<file path="src/rtl/sll_seq.sv">
// Multi-cycle logical shift-left unit with a start/busy/done handshake.
// Define SLL_SEQ_FAST_EN to shift up to four bits per cycle instead of one.
module sll_seq (
  input  logic        clk,
  input  logic        rst,
  input  logic        start,
  input  logic [31:0] a,
  input  logic [31:0] b,
  input  logic [4:0]  shamt,
  output logic [31:0] out,
  output logic        busy,
  output logic        done
);

  typedef enum logic [1:0] {
    IDLE  = 2'd0,
    SHIFT = 2'd1,
    DONE  = 2'd2
  } state_t;

  state_t      state_reg;
  logic [31:0] acc_reg;
  logic [4:0]  cnt_reg;
  logic [4:0]  amt;
  logic        unused_b_hi;

  // A zero immediate means the amount comes from the register operand.
  assign amt         = (shamt != 5'd0) ? shamt : b[4:0];
  assign unused_b_hi = ^b[31:5];

  always_ff @(posedge clk) begin
    if (rst) begin
      state_reg <= IDLE;
      acc_reg   <= 32'd0;
      cnt_reg   <= 5'd0;
      out       <= 32'd0;
      busy      <= 1'b0;
      done      <= 1'b0;
    end else begin
      done <= 1'b0;
      case (state_reg)
        IDLE, DONE: begin
          if (start) begin
            acc_reg   <= a;
            cnt_reg   <= amt;
            busy      <= 1'b1;
            state_reg <= SHIFT;
          end else begin
            state_reg <= IDLE;
          end
        end
        SHIFT: begin
          if (cnt_reg == 5'd0) begin
            out       <= acc_reg;
            done      <= 1'b1;
            busy      <= 1'b0;
            state_reg <= DONE;
          end else begin
`ifdef SLL_SEQ_FAST_EN
            if (cnt_reg > 5'd4) begin
              acc_reg <= acc_reg << 4;
              cnt_reg <= cnt_reg - 5'd4;
            end else begin
              acc_reg <= acc_reg << cnt_reg;
              cnt_reg <= 5'd0;
            end
`else
            acc_reg <= acc_reg << 1;
            cnt_reg <= cnt_reg - 5'd1;
`endif
          end
        end
        default: begin
          busy      <= 1'b0;
          state_reg <= IDLE;
        end
      endcase
    end
  end

endmodule
</file>
<file path="config.mk">
export PLATFORM = sky130hd
export DESIGN_NAME = sll_seq
export DESIGN_NICKNAME = d
export VERILOG_FILES = /design/src/rtl/sll_seq.sv
export SDC_FILE = /design/constraint.sdc
export NUM_CORES = 1
export LEC_CHECK = 0
export BUFFER_PORTS_ARGS = -buffer_cell sky130_fd_sc_hd__buf_2
export CAP_MARGIN = 20
export CORE_ASPECT_RATIO = 2
export CORE_MARGIN = 3
export CORE_UTILIZATION = 45
export DETAILED_ROUTE_END_ITERATION = 16
export GPL_ROUTABILITY_DRIVEN = 0
export PLACE_DENSITY = 0.75
export SLEW_MARGIN = 25
export SYNTH_ARGS = -nofsm -noshare
export SYNTH_HDL_FRONTEND = slang
export SYNTH_SLANG_ARGS = --single-unit
</file>
<file path="constraint.sdc">
create_clock -name clk -period 3.25 [get_ports clk]
set_input_delay 0.325 -clock clk [delete_from_list [all_inputs] [get_ports clk]]
set_output_delay 0.325 -clock clk [all_outputs]
set_load 0.02 [all_outputs]
</file>
==> After elaboration in Yosys (flattened, before gate mapping) <==
Index checks and enable logic that the tools add are counted.
{ "op_classes": {"addsub": 1, "mul": 0, "div_mod_pow": 0, "n_lt_le_gt_ge": 0, "n_eq_ne": 5, "shift": 0, "n_mux": 14, "bitwise": 1, "n_reduce_logical": 9} }
{ "op_table": {"columns": ["cell", "count"], "rows": [
  ["two-way mux 32 bit", 2],
  ["one-hot mux 32 bit (2 select lines)", 1],
  ["two-way mux 5 bit", 3],
  ["one-hot mux 5 bit (2 select lines)", 1],
  ["!= test 2 bit (second input constant)", 3],
  ["zero test 5 bit", 1],
  ["nonzero test 5 bit", 1],
  ["subtractor 5 x 1 -> 5 bit (second input constant)", 1],
  ["two-way mux 1 bit", 4],
  ["one-hot mux 2 bit (2 select lines)", 1],
  ["AND reduction 2 bit", 2],
  ["OR reduction 2 bit", 2],
  ["AND reduction 3 bit", 1],
  ["== test 2 x 1 -> 1 bit (second input constant)", 1],
  ["== test 2 bit (second input constant)", 1],
  ["zero test 2 bit", 1],
  ["two-way mux 2 bit", 1],
  ["one-hot mux 1 bit (2 select lines)", 1],
  ["nonzero test 2 bit", 1],
  ["inverter 1 bit", 1]
]} }
{ "totals": {"regBits": 73, "latch_bits": 0, "ram_bits": 0, "romBits": 0, "in_bits": 72, "out_inout_bits": 34, "word_cells": 36, "n_memories": 0} }

==> Depth between registers and ports, before layout <==
{ "depth": {"word_depth": 4, "depth_mapped": 8, "depth_no_buf": 6} }

==> Worst setup path before layout <==
Ideal clock, no wire load.
{ "synth_path": {"kind": "reg-to-reg", "start": "register cnt_reg[0]", "end": "register acc_reg[22]", "setup_ns": 0.144, "arrival_ns": 1.684, "required_ns": 3.106, "slack_ns": 1.423, "stages_incl_launch_ff": 9, "period_less_slack_ns": 1.827, "cell_sequence": "dfxtp_1 -> inv_1 -> ha_1 -> or4b_4 -> a21o_1 -> buf_6 -> buf_2 -> nor2_1 -> a311oi_2"} }
{ "synth_via": {"elab_chain_len": 3} }
{ "synth_lines": {"columns": ["element", "line_no", "rtl"], "rows": [
  ["from (decl)", "23", "logic [4:0] cnt_reg;"],
  ["from (signal assigned)", "45", "cnt_reg <= amt;"],
  ["from (signal assigned)", "69", "cnt_reg <= cnt_reg - 5'd1;"],
  ["zero test 5 bit", "53", "if (cnt_reg == 5'd0) begin"],
  ["!= test 2 bit (no source line)", null, null],
  ["AND reduction 3 bit (no source line)", null, null],
  ["to (signal assigned)", "68", "acc_reg <= acc_reg << 1;"],
  ["to (decl)", "22", "logic [31:0] acc_reg;"]
]} }
Every way passes these cells.
A chain may end at the register's enable or synchronous reset.

==> Worst setup path after layout <==
{ "layout_path": {"start": "register cnt_reg[0]", "end": "register acc_reg[25]"} }
Same word-level chain as after synthesis.

==> summary.md <==
| Metric | Value |
|---|---|
| Power per cell area | `634.5 nW/µm²` |
| Async SR Flop Fraction | `0` |
| Top cell type's share of synthesized area | `0.4889` |
| Non-Filler Cell Area, Final | `between 3000 and 4000 µm²` |
| CTS Root Buffer Type | `clkbuf_16` |
| Clock Power Share | `0.386` |
| Number of gates resized after cts | `0` |
| Critical path class | `reg -> reg` |
| CTS tree | `yes` |
| Syn Std Cell Area | `2989 µm²` |
| Fin. Hold Viols | `0` |
| Num CTS Buffers | `9` |
| Worst Setup SP | `cnt_reg[0]` |
| Initial antenna violation count | `0` |
| HPWL Detailed | `4965 µm` |
| Top cells by count, synth | `nand2_1 (128), dfxtp_1 (73), nor2_1 (41)` |
| Critical Path Sink Type | `register` |
| CP max stage cell | `a21o_2` |
| Ys Warns | `0` |
| Number of vias in the routed layout | `around 2800` |
| Die width | `63.63 µm` |
| Status | `completed` |
| Placed insts | `516` |
| Grt ovf | `0` |
| CP max stage delay | `about 0.50 ns` |
| Pleak | `between 1.5 and 2 nW` |
| Worst skew pair latency | `0.33 ns` |
| Tightest Pin Transition | `0.6933 ns` |
| Total GRT Usage | `0.1932` |
| Number of flops mapped to enable cells by yosys | `0` |
| Ant. Diodes | `0` |
| Row count | `41` |
| Most used DFF post-synth | `dfxtp_1` |
| Internal Power | `about 1.7 mW` |
| Critical Path AT | `approximately 2.6 ns` |
| Area occupied by multi-input gates | `1368 µm²` |
| Max VDD drop | `0.4183 mV` |
| Fin. max-slew vios | `0` |
| Seq pwr share | `0.446` |
| Hold Buf Count CTS | `0` |
| Cell Count, Final, Fillers Out | `532` |
| Psw | `0.6747 mW` |
| Core ar. | `6361 µm²` |
| Syn avg cell area | `7.992 µm²` |
| Setup TNS Final | `0 ns` |
| Worst EP required | `3.50 ns` |
| Area Overhead vs Synth | `23.23%` |
| Min-Delay Path Class | `in -> reg` |
| Buffers & Inverters on Critical Path | `2` |
| Setup Skew | `roughly 0.0047 ns` |
| NumNets Final | `514` |
| Height of the die | `between 100 and 150 µm` |
| Filler cell count in the final layout | `641` |
| Switching Share | `0.2886` |
| Tmin final | `roughly 2.3 ns` |
| Worst-path clk slew | `around 0.060 ns` |
| Syn_nets | `447` |
| FF+latch count, synth | `73` |
| WHS | `between 0.2 and 0.3 ns` |
| CP startpoint kind | `register` |
| # setup viols final | `0` |
| Initial Util | `0.4699` |
| Vias in the first global route | `between 2000 and 3000` |
| Cells along the critical path | `inv_1 > ha_1 > or4b_4 > a21o_2 > buf_4 > nor2_1 > a311oi_2` |
| Drt initial violations | `162` |
| Overall Power | `2.337 mW` |
| Vias per std cell | `around 5.2` |
| Final wirelength | `7164 µm` |
| Worst slew margin | `0.5378` |
| Maximum fanout along the worst path | `34` |
| Synth cell types | `27` |
| Area leader, netlist | `dfxtp_1` |
| Sink Count | `73` |
| Place WS | `0.9537 ns` |
| R2R Path Start | `cnt_reg[0]` |
| DR pass1 iterations | `4` |
| Clk buf depth | `2` |
| Largest net degree at the start of global routing | `41` |
| Hold_sp | `a[18]` |
| Combinational Power Share | `0.168` |
| PortBufs | `78` |
| Wirelength per Cell | `about 13 µm` |
| I/O pin cnt | `roughly 110` |
| Sequential area share after synthesis | `0.4889` |
| Register area | `1461 µm²` |
| Antenna Nets Post-Route | `0` |
| DIE AREA | `7716 µm²` |
| First-pass GRT wire length | `11670 µm` |
| Maximum clock frequency | `0.4325 GHz` |
| Synth area leaders | `dfxtp_1 (49%), nand2_1 (16%), a311oi_1 (7.3%), a21oi_1 (6.4%), nor2_1 (5.1%)` |
| RSZ-0062 raised after global routing | `no` |
| DRC | `0` |
| Layout cell share with drive strength beyond 1 | `0.2601` |
| CTS H-tree lvls | `3` |
| Placement Cell Area | `3410 µm²` |
| Final worst slack | `0.9379 ns` |
| Cell family with most CP delay | `compound AO/OA/AOI/OAI gates` |
| Most common cell in the netlist | `nand2_1` |
| Mapped Cells | `374` |
| Max-Cap Viols | `0` |
| Final period utilization | `0.7114` |
| Final Util | `0.5791` |
| Setup Fix Bufs, Post-CTS | `0` |
==> worst paths after layout <==
path | cells past startpoint | endpoint | slack [ns]
max reg2reg | 7 | acc_reg[25] | 0.94
min | 3 | acc_reg[18] | 0.26
max | 7 | acc_reg[25] | 0.94
min reg2reg | 2 | out[15] | 0.45
==> cell families after synthesis <==
kind of cell / after synthesis / share of synthesized area
fa+ha+maj: 1 / 0.004185
compound gates: 87 / 0.2185
buf+inv: 36 / 0.05734
flops: 73 / 0.4889
simple gates: 177 / 0.2311
==> per-layer routing <==
metal  GRT usage  up-vias  wire (µm)
met5           0        -          0
met2      0.3510       61       3866
met1      0.1952     1283       2813
met3     0.04171       17        281
met4      0.1191        0        203
li1            -     1405          -
==> layout by cell type (no fill, tap or decap), drive strengths merged, types with 3 or more instances in the layout <==
cell and n:
a311oi 34, a31oi 3, buf 86, dfxtp 73, inv 6, clkinv 4
nor2 41, o21ai 3, nand2 128, a21oi 38, clkbuf 11
==> worst register-to-register path, cell delays in order, from the launching register on <==
cell      delay [ns]
dfxtp_1         0.37
inv_1           0.06
ha_1            0.24
or4b_4          0.24
a21o_2          0.50
buf_4           0.44
nor2_1          0.12
a311oi_2        0.25
==> power by group through the flow <==
stage | registers, mW | logic (mW) | clock network, mW
3_3_place_gp | 1.06 | 0.386 | 0
3_5_place_dp | 1.06 | 0.396 | 0
6_report | 1.04 | 0.394 | 0.901
5_1_grt | 1.06 | 0.440 | 0.946
2_1_floorplan | 1.07 | 0.286 | 0
4_1_cts | 1.04 | 0.397 | 0.908
==> cell type report <==
type | instances | area share
clock inverters | 5 | 0.008492
inverters | 6 | 0.006114
multi-input cells | 265 | 0.3713
repair buffers | 86 | 0.1223
clock buffers | 11 | 0.06590
flip-flops and latches | 73 | 0.3967
well taps | 86 | 0.02921
(Power assumes the default switching activity.)
